<file path="src/rtl/alu_pkg.sv">
// Shared ALU definitions: opcode encoding and signed-overflow helper.
// Imported by the adder pipeline and its chunk adder.
package alu_pkg;

  localparam logic OP_ADD = 1'b0;
  localparam logic OP_SUB = 1'b1;

  // Signed overflow from operand MSBs (B already inverted for SUB)
  // and the result MSB.
  function automatic logic sovf(
    input logic a,
    input logic b,
    input logic s
  );
    return (a == b) && (s != a);
  endfunction

endpackage

</file>
<file path="src/rtl/adder_chunk.sv">
// Combinational W-bit chunk adder with carry in/out.
// Ports: num_1, num_2 (W), c in; sum (W), carry out.
module adder_chunk #(
  parameter int W = 8
) (
  input  logic [W-1:0] num_1,
  input  logic [W-1:0] num_2,
  input  logic         c,
  output logic [W-1:0] sum,
  output logic         carry
);

  assign {carry, sum} = {1'b0, num_1}
                      + {1'b0, num_2}
                      + {{W{1'b0}}, c};

endmodule

</file>
<file path="src/rtl/adder_pipe.sv">
// Pipelined add/sub: one CHUNK-bit adder per stage, carry registered
// between stages, valid/ready on both sides with bubble collapse.
// Ports: clk, rst (sync, high); in_valid/in_ready, op, num_1, num_2, c;
//        out_valid/out_ready, sum, carry, overflow, zero.
module adder_pipe
  import alu_pkg::*;
#(
  parameter int WIDTH  = 32,
  parameter int STAGES = 4
) (
  input  logic             clk,
  input  logic             rst,
  input  logic             in_valid,
  output logic             in_ready,
  input  logic             op,
  input  logic [WIDTH-1:0] num_1,
  input  logic [WIDTH-1:0] num_2,
  input  logic             c,
  output logic             out_valid,
  input  logic             out_ready,
  output logic [WIDTH-1:0] sum,
  output logic             carry,
  output logic             overflow,
  output logic             zero
);

  localparam int CHUNK = WIDTH / STAGES;
  localparam int L     = STAGES - 1;
  localparam int MSB   = WIDTH - 1;

  if (STAGES < 1 || (WIDTH % STAGES) != 0) begin : g_bad_cfg
    $error("adder_pipe: bad WIDTH/STAGES");
  end

  // Stage registers; index s holds pipeline stage s+1.
  logic [STAGES-1:0] v_q;
  logic [WIDTH-1:0]  a_q [STAGES];
  logic [WIDTH-1:0]  b_q [STAGES];
  logic [WIDTH-1:0]  s_q [STAGES];
  logic              c_q [STAGES];
  logic              ovf_q;
  logic              zero_q;

  // Stage inputs (ports for stage 1, previous register otherwise).
  logic [WIDTH-1:0]  a_i [STAGES];
  logic [WIDTH-1:0]  b_i [STAGES];
  logic [WIDTH-1:0]  s_i [STAGES];
  logic              c_i [STAGES];
  logic [STAGES-1:0] v_i;

  logic [CHUNK-1:0]  ch_s [STAGES];
  logic              ch_c [STAGES];
  logic [WIDTH-1:0]  s_n  [STAGES];
  logic [STAGES-1:0] adv;

  logic [WIDTH-1:0]  b_eff;
  logic              c_eff;

  // A stage may advance if it or any later stage is empty, or the
  // consumer pops: closed form of the ripple adv chain.
  always_comb begin
    adv = '0;
    for (int s = 0; s < STAGES; s++) begin
      adv[s] = out_ready || (((~v_q) >> s) != '0);
    end
  end

  assign in_ready = adv[0] && !rst;

  always_comb begin
    b_eff = num_2;
    c_eff = c;
    case (op)
      OP_ADD: begin
        b_eff = num_2;
        c_eff = c;
      end
      OP_SUB: begin
        b_eff = ~num_2;
        c_eff = ~c;
      end
      default: ;
    endcase
  end

  always_comb begin
    a_i[0] = num_1;
    b_i[0] = b_eff;
    c_i[0] = c_eff;
    s_i[0] = '0;
    v_i    = '0;
    v_i[0] = in_valid && in_ready;
    for (int s = 1; s < STAGES; s++) begin
      a_i[s] = a_q[s-1];
      b_i[s] = b_q[s-1];
      c_i[s] = c_q[s-1];
      s_i[s] = s_q[s-1];
      v_i[s] = v_q[s-1];
    end
  end

  for (genvar k = 0; k < STAGES; k++) begin : g_chunk
    adder_chunk #(.W(CHUNK)) u_chunk (
      .num_1 (a_i[k][k*CHUNK +: CHUNK]),
      .num_2 (b_i[k][k*CHUNK +: CHUNK]),
      .c     (c_i[k]),
      .sum   (ch_s[k]),
      .carry (ch_c[k])
    );
  end

  always_comb begin
    for (int s = 0; s < STAGES; s++) begin
      s_n[s] = s_i[s];
      s_n[s][s*CHUNK +: CHUNK] = ch_s[s];
    end
  end

  always_ff @(posedge clk) begin
    if (rst) begin
      v_q    <= '0;
      ovf_q  <= 1'b0;
      zero_q <= 1'b0;
      for (int s = 0; s < STAGES; s++) begin
        a_q[s] <= '0;
        b_q[s] <= '0;
        s_q[s] <= '0;
        c_q[s] <= 1'b0;
      end
    end else begin
      for (int s = 0; s < STAGES; s++) begin
        if (adv[s]) begin
          v_q[s] <= v_i[s];
          a_q[s] <= a_i[s];
          b_q[s] <= b_i[s];
          s_q[s] <= s_n[s];
          c_q[s] <= ch_c[s];
        end
      end
      if (adv[L]) begin
        ovf_q  <= sovf(a_i[L][MSB], b_i[L][MSB], s_n[L][MSB]);
        zero_q <= (s_n[L] == '0);
      end
    end
  end

  assign out_valid = v_q[L];
  assign sum       = s_q[L];
  assign carry     = c_q[L];
  assign overflow  = ovf_q;
  assign zero      = zero_q;

endmodule

</file>
<file path="config.mk">
export PLATFORM = sky130hd
export DESIGN_NAME = adder_pipe
export DESIGN_NICKNAME = d
export VERILOG_FILES = /design/src/rtl/alu_pkg.sv /design/src/rtl/adder_chunk.sv /design/src/rtl/adder_pipe.sv
export SDC_FILE = /design/constraint.sdc
export NUM_CORES = 1
export LEC_CHECK = 0
export ABC_CLOCK_PERIOD_IN_PS = 4300
export CORE_ASPECT_RATIO = 0.75
export CORE_UTILIZATION = 55
export CTS_CLUSTER_SIZE = 20
export DETAILED_ROUTE_END_ITERATION = 8
export HOLD_SLACK_MARGIN = 0.06
export PLACE_DENSITY = 0.78
export SYNTH_ARGS = -nofsm -noshare
export SYNTH_HDL_FRONTEND = slang
export SYNTH_SLANG_ARGS = --single-unit
</file>
<file path="constraint.sdc">
create_clock -name clk -period 4.3 [get_ports clk]
set_input_delay 1.075 -clock clk [delete_from_list [all_inputs] [get_ports clk]]
set_output_delay 1.075 -clock clk [all_outputs]
set_load 0.01 [all_outputs]
</file>
==> results.md, run 1 <==
* Final clock skew at 0.00434 ns
* Vias at 4660
* Crit path kind: input pin to output port
* Max-slew headroom at a little over a quarter
* Global route overflow at 0
* TritonCTS clock tree: built
* Die Wd at 144 um
* Maximum vdd drop at around 0.00025 V
* Starting Density at 57.1%
* Nets at 826
* Root Buffer Master: clkbuf_16
* Clock Tree Buf Depth at 2
* Placed cell count at 901
* Total iterations of the first detailed-routing run at 5
* Core area at 14600 um2
* Req. time, crit path at 3.22 ns
* Drt initial violations at slightly above 300
* Hold Fails Final Rpt at 0
* Min-Delay Path Class: flop to flop
* RSZ-0062 raised after global routing: no
* Mapped Nets at just over 700
* Register bit total from synthesis at 186
* Post-cts sizing count at 0
* Setup crit start: out_ready
* Top FF cell, synth: edfxtp_1
* Leakage at 4.16 nW
* RR Startpoint: b_q[0][88]
* Vias/cell at 4.99
* Finished Layout Cells at between 900 and 1000
* Syn-to-layout area delta at 22.0%
* Syn Inst Count at around 600
* CTS Buf Count at 17
* Worst r2r dst: zero
* Most common cell after layout, fill and taps aside: edfxtp_1
* Sequential fraction of the synthesis area at 66.1%
* Reg2reg setup slack at 1.68 ns
* Clock Sinks at approximately 190
* Power per cell area at 395 nW/um2
* Placer Congestion at between 0.7 and 0.8
* IO Port Bufs at approximately 110
* Most Frequent Cell on Critical Path: clkdlybuf4s50_1
* Pwr Total at between 4 and 5 mW
* CP endpoint kind: output port
* Die ar. at 15700 um2
* Max Clock Freq at 0.248 GHz
* Die Y at 109 um
* Cts hold-fix bufs at 0
* Final worst setup slack at approximately 0.27 ns
* Total wire length at 13400 um
* Dpl hpwl at 9720 um
* Worst Tran Pin Value at 1.11 ns
* Num rows at 38
* Wirelength per Cell at approximately 14 um
* Worst-Skew Late Latency at 0.42 ns
* Period utilization at 93.7%
* CP max FO at 7
* Layout cells sized above 1 at 6.55%
* Final ANT Viol Nets at 0
* Initial antenna violation count at 0
* Synth cell types at 44
* CP endpoint: in_ready
* Placed instance area at 9620 um2
* CP startpoint kind: input pin
* GR Util All Layers at 18.5%
* Dpl ws at 0.296 ns
* H-tree depth at 4
* Pin count of the biggest net entering global routing at 58
* Synth Cell Area at 8360 um2
* Clock transition at path regs at 0.06 ns
* CP cell instances: clkdlybuf4s50_1 -> nor2b_4 -> and2_1 -> and3_4 -> or2_4 -> inv_2 -> clkdlybuf4s50_1
* Crit-path slowest cell: clkdlybuf4s50_1
* Min cycle time layout at about 4.0 ns
* Outcome: complete, no violations
* Post-synth ARST share at 0%
* Final Setup Violations at 0
* Synthesis Warnings at 0
* Hold_ws at 0.482 ns
* Synth Area per Inst at approximately 14 um2
* CP peak stage delay at about 0.53 ns
* Hold path startpoint: zero
* N_diodes at 0
* Max Cap Violations at 0
* Setup Buffers After CTS at 0
* Worst EP arrival at 2.95 ns
* Vias in the first global route at 4428
* I/O pins at between 100 and 150
* Layout Utilization at 69.6%
* Number of synthesized flops with an enable pin at 180
* Design Area, Final at 10200 um2
* DRC errors left at 0
* Logic depth of the worst register-to-register path at 9
* Most frequent cells in the layout: edfxtp_1, and2_1, clkdlybuf4s50_1, nor2_1, xnor2_1
* Slew Limit Fails at 0
* Setup TNS Final at 0 ns
* First-pass GRT wire length at between 20000 and 25000 um
per-layer routing:
layer	track usage, %	wire [um]	vias to the layer above
met5	0	0	-
met4	7.74	187	0
met3	4.44	849	12
met2	27.8	5970	150
met1	26.1	6420	2141
li1	-	-	2357
registers in the layout, indices dropped and copies added, names as in the netlist:
name	count
a_q	48
b_q	48
c_q	4
overflow	1
s_q	80
v_q	4
zero	1
synthesized netlist by cell type (2+ instances only):
cell type,count,share of area [%]
nor3_1,7,0.42
xor2_1,16,1.7
a311oi_1,2,0.21
a31oi_1,2,0.15
dfxtp_1,6,1.4
buf_2,3,0.18
clkbuf_1,14,0.63
o21a_1,4,0.36
and3_1,5,0.37
nor2_1,60,2.7
inv_1,16,0.72
o21ai_0,12,0.72
nand4_1,3,0.22
and2_1,129,9.7
nand2_1,8,0.36
ha_1,28,4.2
nand3_1,4,0.24
nor2b_1,6,0.45
mux2i_1,2,0.24
a21o_1,9,0.81
nand2b_1,2,0.15
xnor2_1,33,3.5
fa_1,8,1.9
a21oi_1,14,0.84
nor4_1,6,0.45
edfxtp_1,180,65
or3_1,7,0.52
buf_6,5,0.67
critical path: cells and delay by family:
| kind | cells | cell delay [ns] |
|---|---|---|
| AND/OR/NAND/NOR | 4 | 0.76 |
| buffers and inverters | 3 | 1.12 |
cell families (layout without fill, tap and decap cells):
kind of cell	count (synthesis)	after routing	share of synthesized area, %
buffers and inverters	39	165	2.25
AO/OA/AOI/OAI	51	51	3.86
flip-flops	186	186	66.1
adder cells (fa/ha/maj)	36	36	6.11
multiplexers	2	2	0.240
XOR/XNOR	49	49	5.14
AND/OR/NAND/NOR	244	244	16.3
worst min path at each step:
| stage | endpoint | slack (ns) | cells past startpoint |
|---|---|---|---|
| finish | zero | 0.48 | 2 |
| global route | zero | 0.50 | 2 |
| CTS | zero | 0.49 | 2 |
| detailed placement | zero | 0.47 | 2 |
| global placement | zero | 0.45 | 2 |
| floorplan | v_q[1] | 0.46 | 2 |
power by group:
| part | switching [mW] | internal (mW) | total (mW) |
|---|---|---|---|
| sequential | 0.0365 | 2.10 | 2.14 |
| combinational | 0.176 | 0.210 | 0.386 |
| clock | 0.646 | 0.855 | 1.50 |
layout make-up:
cell class | instances | area (um2)
clock buffer | 17 | 425
sequential | 186 | 5530
timing repair buffer | 116 | 1130
tap | 200 | 250
fill | 1034 | 4450
clock inverter | 15 | 149
multi-input combinational | 382 | 2650
inverter | 17 | 63.8
(Power assumes the default switching activity.)
==> run 2: changes to the inputs <==
--- a/config.mk
+++ b/config.mk
@@ -10,7 +10,6 @@
 export CORE_UTILIZATION = 55
 export CTS_CLUSTER_SIZE = 20
 export DETAILED_ROUTE_END_ITERATION = 8
-export HOLD_SLACK_MARGIN = 0.06
 export PLACE_DENSITY = 0.78
 export SYNTH_ARGS = -nofsm -noshare
 export SYNTH_HDL_FRONTEND = slang
==> results of run 2 <==
No change in the layout: final DEF, timing and power equal those of run 1.
==> run 3: changes to the inputs <==
--- a/config.mk
+++ b/config.mk
@@ -14,3 +14,4 @@
 export SYNTH_ARGS = -nofsm -noshare
 export SYNTH_HDL_FRONTEND = slang
 export SYNTH_SLANG_ARGS = --single-unit
+export TNS_END_PERCENT = 20
==> results of run 3 <==
No change in the layout: final DEF, timing and power equal those of run 1.
==> RTL edit 1, RTL diff (config.mk and constraints of run 1) <==
`WIDTH`: 32 -> 64.
--- a/src/rtl/adder_pipe.sv
+++ b/src/rtl/adder_pipe.sv
@@ -5,7 +5,7 @@
 module adder_pipe
   import alu_pkg::*;
 #(
-  parameter int WIDTH  = 32,
+  parameter int WIDTH  = 64,
   parameter int STAGES = 4
 ) (
   input  logic             clk,
Interface: changed (resized num_1, num_2 and sum); port bits go from 107 to 203. The function was not compared with the original's and may differ.
==> RTL edit 1 against run 1 <==
Routed wire length up 130%; total power up 100%; sequential power up 95%; via count up 110%; cell area up 98%; highest routed layer unchanged; critical path type unchanged; synthesized cell count up 100%; global-route usage up 2.2 points; area after synthesis up 97%; sequential cell count up 176; worst setup slack better by 310 ps.
==> RTL edit 1: results <==
metrics = {
    "drt": {
        "viasPerCell": 5.15,
        "postRouteAntennaNets": 0,
        "dr.first_iter.drc_count": 579,
        "dr.pass1.iters": 5,
        "drt-total-wl_um": 31500,
    },
    "final_layout": {
        "diodes": 0,
        "drive_above_1_share": 0.0635,
        "reg.largest.list": "s_q (160), a_q (96), b_q (96)",
        "fin_nets": 1644,
        "fill_cells": 2042,
    },
    "clock_network": {
        "clock_latency_ps": 520,
        "cts_buffer_depth": 3,
        "htree_levels": 2,
        "clk_pin_slew_ps": 50,
        "numCtsBuffers": 36,
        "cts_resized": 0,
    },
    "sta": {
        "setup_tns_ps": 0,
        "skew_ps": 12.0,
        "relSlewSlack": 0.524,
    },
    "placement": {
        "dp.final_hpwl_um": 22400,
        "gp_congestion": 0.870,
        "numPortBuffers": 202,
    },
    "logic_synthesis": {
        "syn_area_um2": 16500,
        "synthTopCellsByCount": "356 x edfxtp_1, 246 x and2_1, 133 x nor2_1, 75 x xnor2_1, 60 x ha_1",
        "ys_seq_area_frac": 0.655,
        "synth_edf_count": 356,
        "syn-num-nets": 1434,
        "synth_area_leaders": "edfxtp_1 65%, and2_1 9.3%, ha_1 4.6%, xnor2_1 4.0%, nor2_1 3.0%",
        "yosysUniqueCellTypes": 55,
    },
    "setup_path": {
        "crit_path_max_fanout": 2,
        "crit_arrival_ps": 2650,
    },
    "global_routing": {
        "grt_max_degree": 87,
        "grt_usage": 0.208,
        "grt_pass1_wl_um": 49700,
        "grt_pass1_vias": 9366,
    },
    "status": {
        "status": "finished clean",
    },
    "pwr": {
        "leakage_nw": 8.26,
        "peakVddDrop_mv": 0.251,
    },
}
-- RTL edit 1: logic make-up (layout without fill, tap and decap cells) --
family / after synthesis / in the layout / share of synthesized area
buffers and inverters: 77 / 310 / 0.0177
XOR/XNOR: 115 / 115 / 0.0611
flip-flops: 362 / 362 / 0.655
AO/OA/AOI/OAI: 122 / 122 / 0.0491
adder cells (fa/ha/maj): 68 / 68 / 0.0552
AND/OR/NAND/NOR: 488 / 488 / 0.162
-- RTL edit 1: path summary, 6_finish.rpt --
path / from / end / slack, ps / cells after the start
min: zero / zero / 450 / 2
min reg2reg: zero / zero / 450 / 2
max: out_ready / in_ready / 580 / 6
max reg2reg: b_q[0][16] / s_q[1][30] / 1310 / 11
-- RTL edit 1: worst max-delay path, stage by stage --
cell             delay, ps
clkdlybuf4s50_1        460
nor2b_1                 80
and3_1                 180
a21o_2                 220
inv_2                   80
clkdlybuf4s50_1        530
-- RTL edit 1: cell type report --
cell class              count  area (µm²)  area share
clock buffers              48         987      0.0490
clock inverters            13         135     0.00670
inverters                  28         105     0.00521
multi-input cells         793        5420       0.269
flip-flops and latches    362       10800       0.536
well taps                 392         490      0.0243
repair buffers            221        2210       0.110
-- RTL edit 1: stage by stage --
stage	util	area [µm²]	cells	setup WS [ps]
2_1_floorplan	-	16500	1232	-1090
3_3_place_gp	0.651	19000	1796	260
3_5_place_dp	0.651	19000	1796	193
4_1_cts	0.689	20200	1857	564
5_1_grt	0.689	20200	1857	498
6_report	0.689	20200	1857	579
-- RTL edit 1: report_power, final --
part	total, mW	switching (mW)	leakage (nW)	internal [mW]
combinational	0.843	0.414	3.42	0.428
clock	3.02	1.23	0.545	1.78
sequential	4.18	0.0748	4.29	4.10
-- RTL edit 1: layer usage --
| metal | up-vias | part of all wire | global-route usage |
|---|---|---|---|
| li1 | 4755 | - | - |
| met1 | 4469 | 0.48 | 0.311 |
| met2 | 290 | 0.44 | 0.313 |
| met3 | 47 | 0.062 | 0.0380 |
| met4 | 0 | 0.018 | 0.0570 |
| met5 | - | 0 | 0 |
==> RTL edit 2, RTL diff (flow settings as in run 1) <==
Without the edit above. Put one more register stage on the output `overflow`. The value now appears one clock later. The other outputs are not delayed to match.
--- a/src/rtl/adder_pipe.sv
+++ b/src/rtl/adder_pipe.sv
@@ -147,7 +147,9 @@
   assign out_valid = v_q[L];
   assign sum       = s_q[L];
   assign carry     = c_q[L];
-  assign overflow  = ovf_q;
+  always_ff @(posedge clk) begin
+    overflow <= ovf_q;
+  end
   assign zero      = zero_q;
 
 endmodule
Function: changed (Yosys sat finds a counterexample within 10 cycles, from zero or initial values and one cycle with rst high).
==> RTL edit 2 against run 1 <==
Final cell count up 0.11%; total power increased by 0.75%; register-to-register slack better by 50 ps; area after synthesis grew 0.24%; routed wire length rose by 1.7%; count of clock-buffer cells in the layout increased by 2; cell area is 0.29% higher; worst setup slack lost 19 ps; sequential share of layout area about the same; sequential cell count increased by 1; die area increased by 0.23%.
==> RTL edit 2: results <==
metrics = {
    "status": {
        "status": "finished clean",
    },
    "floorplanning": {
        "dieArea_um2": 15700,
    },
    "worst_hold_path": {
        "whs_path_depth": 0,
        "min_to": "overflow",
        "hp-start": "ovf_q",
    },
    "sta": {
        "whs_ps": 372,
        "worst_pin_slew_ps": 1110,
    },
    "global_routing": {
        "grtUsageMet1": 0.261,
        "grt_pass1_vias": 4520,
        "grt_pass1_wl_um": 22200,
    },
    "pwr": {
        "switchingPower_mw": 0.828,
        "clockPowerShare": 0.375,
        "leakage_nw": 4.16,
        "total_power_mw": 4.06,
    },
    "logic_synthesis": {
        "avgSynthCellArea_um2": 13.8,
        "synth_area_leaders": "edfxtp_1 65%, and2_1 9.6%, ha_1 4.2%, xnor2_1 3.5%, nor2_1 2.7%",
        "ys_seq_area_frac": 0.662,
    },
    "drt": {
        "viasPerCell": 5.05,
        "wl_met2_um": 6320,
        "dr.first_iter.drc_count": 250,
        "wl_met3_um": 860,
    },
    "placement": {
        "dp.final_hpwl_um": 10200,
        "dp.cells": 902,
    },
    "setup_path": {
        "r2r_slack_ps": 1730,
        "crit_arrival_ps": 2970,
    },
    "final_layout": {
        "final_cells": 934,
        "fill_cells": 1023,
    },
}
[RTL edit 2: cell types whose count changed after synthesis, sizes merged]
cell	run 1	this run
dfxtp	6	7
[RTL edit 2: cells by family after synthesis]
| kind of cell | count (synthesis) | synth area share |
|---|---|---|
| multiplexers | 2 | 0.00239 |
| AO/OA/AOI/OAI | 51 | 0.0385 |
| AND/OR/NAND/NOR | 244 | 0.163 |
| flip-flops | 187 | 0.662 |
| XOR/XNOR | 49 | 0.0512 |
| buffers and inverters | 39 | 0.0224 |
| adder cells (fa/ha/maj) | 36 | 0.0609 |
[RTL edit 2: cell type report]
cell class	count	area (µm²)	area share
Tap cell	200	250	0.0245
Clock inverter	13	151	0.0148
Clock buffer	19	433	0.0423
Inverter	17	63.8	0.00624
Multi-Input combinational cell	382	2650	0.259
Timing Repair Buffer	116	1130	0.111
Sequential cell	187	5550	0.542
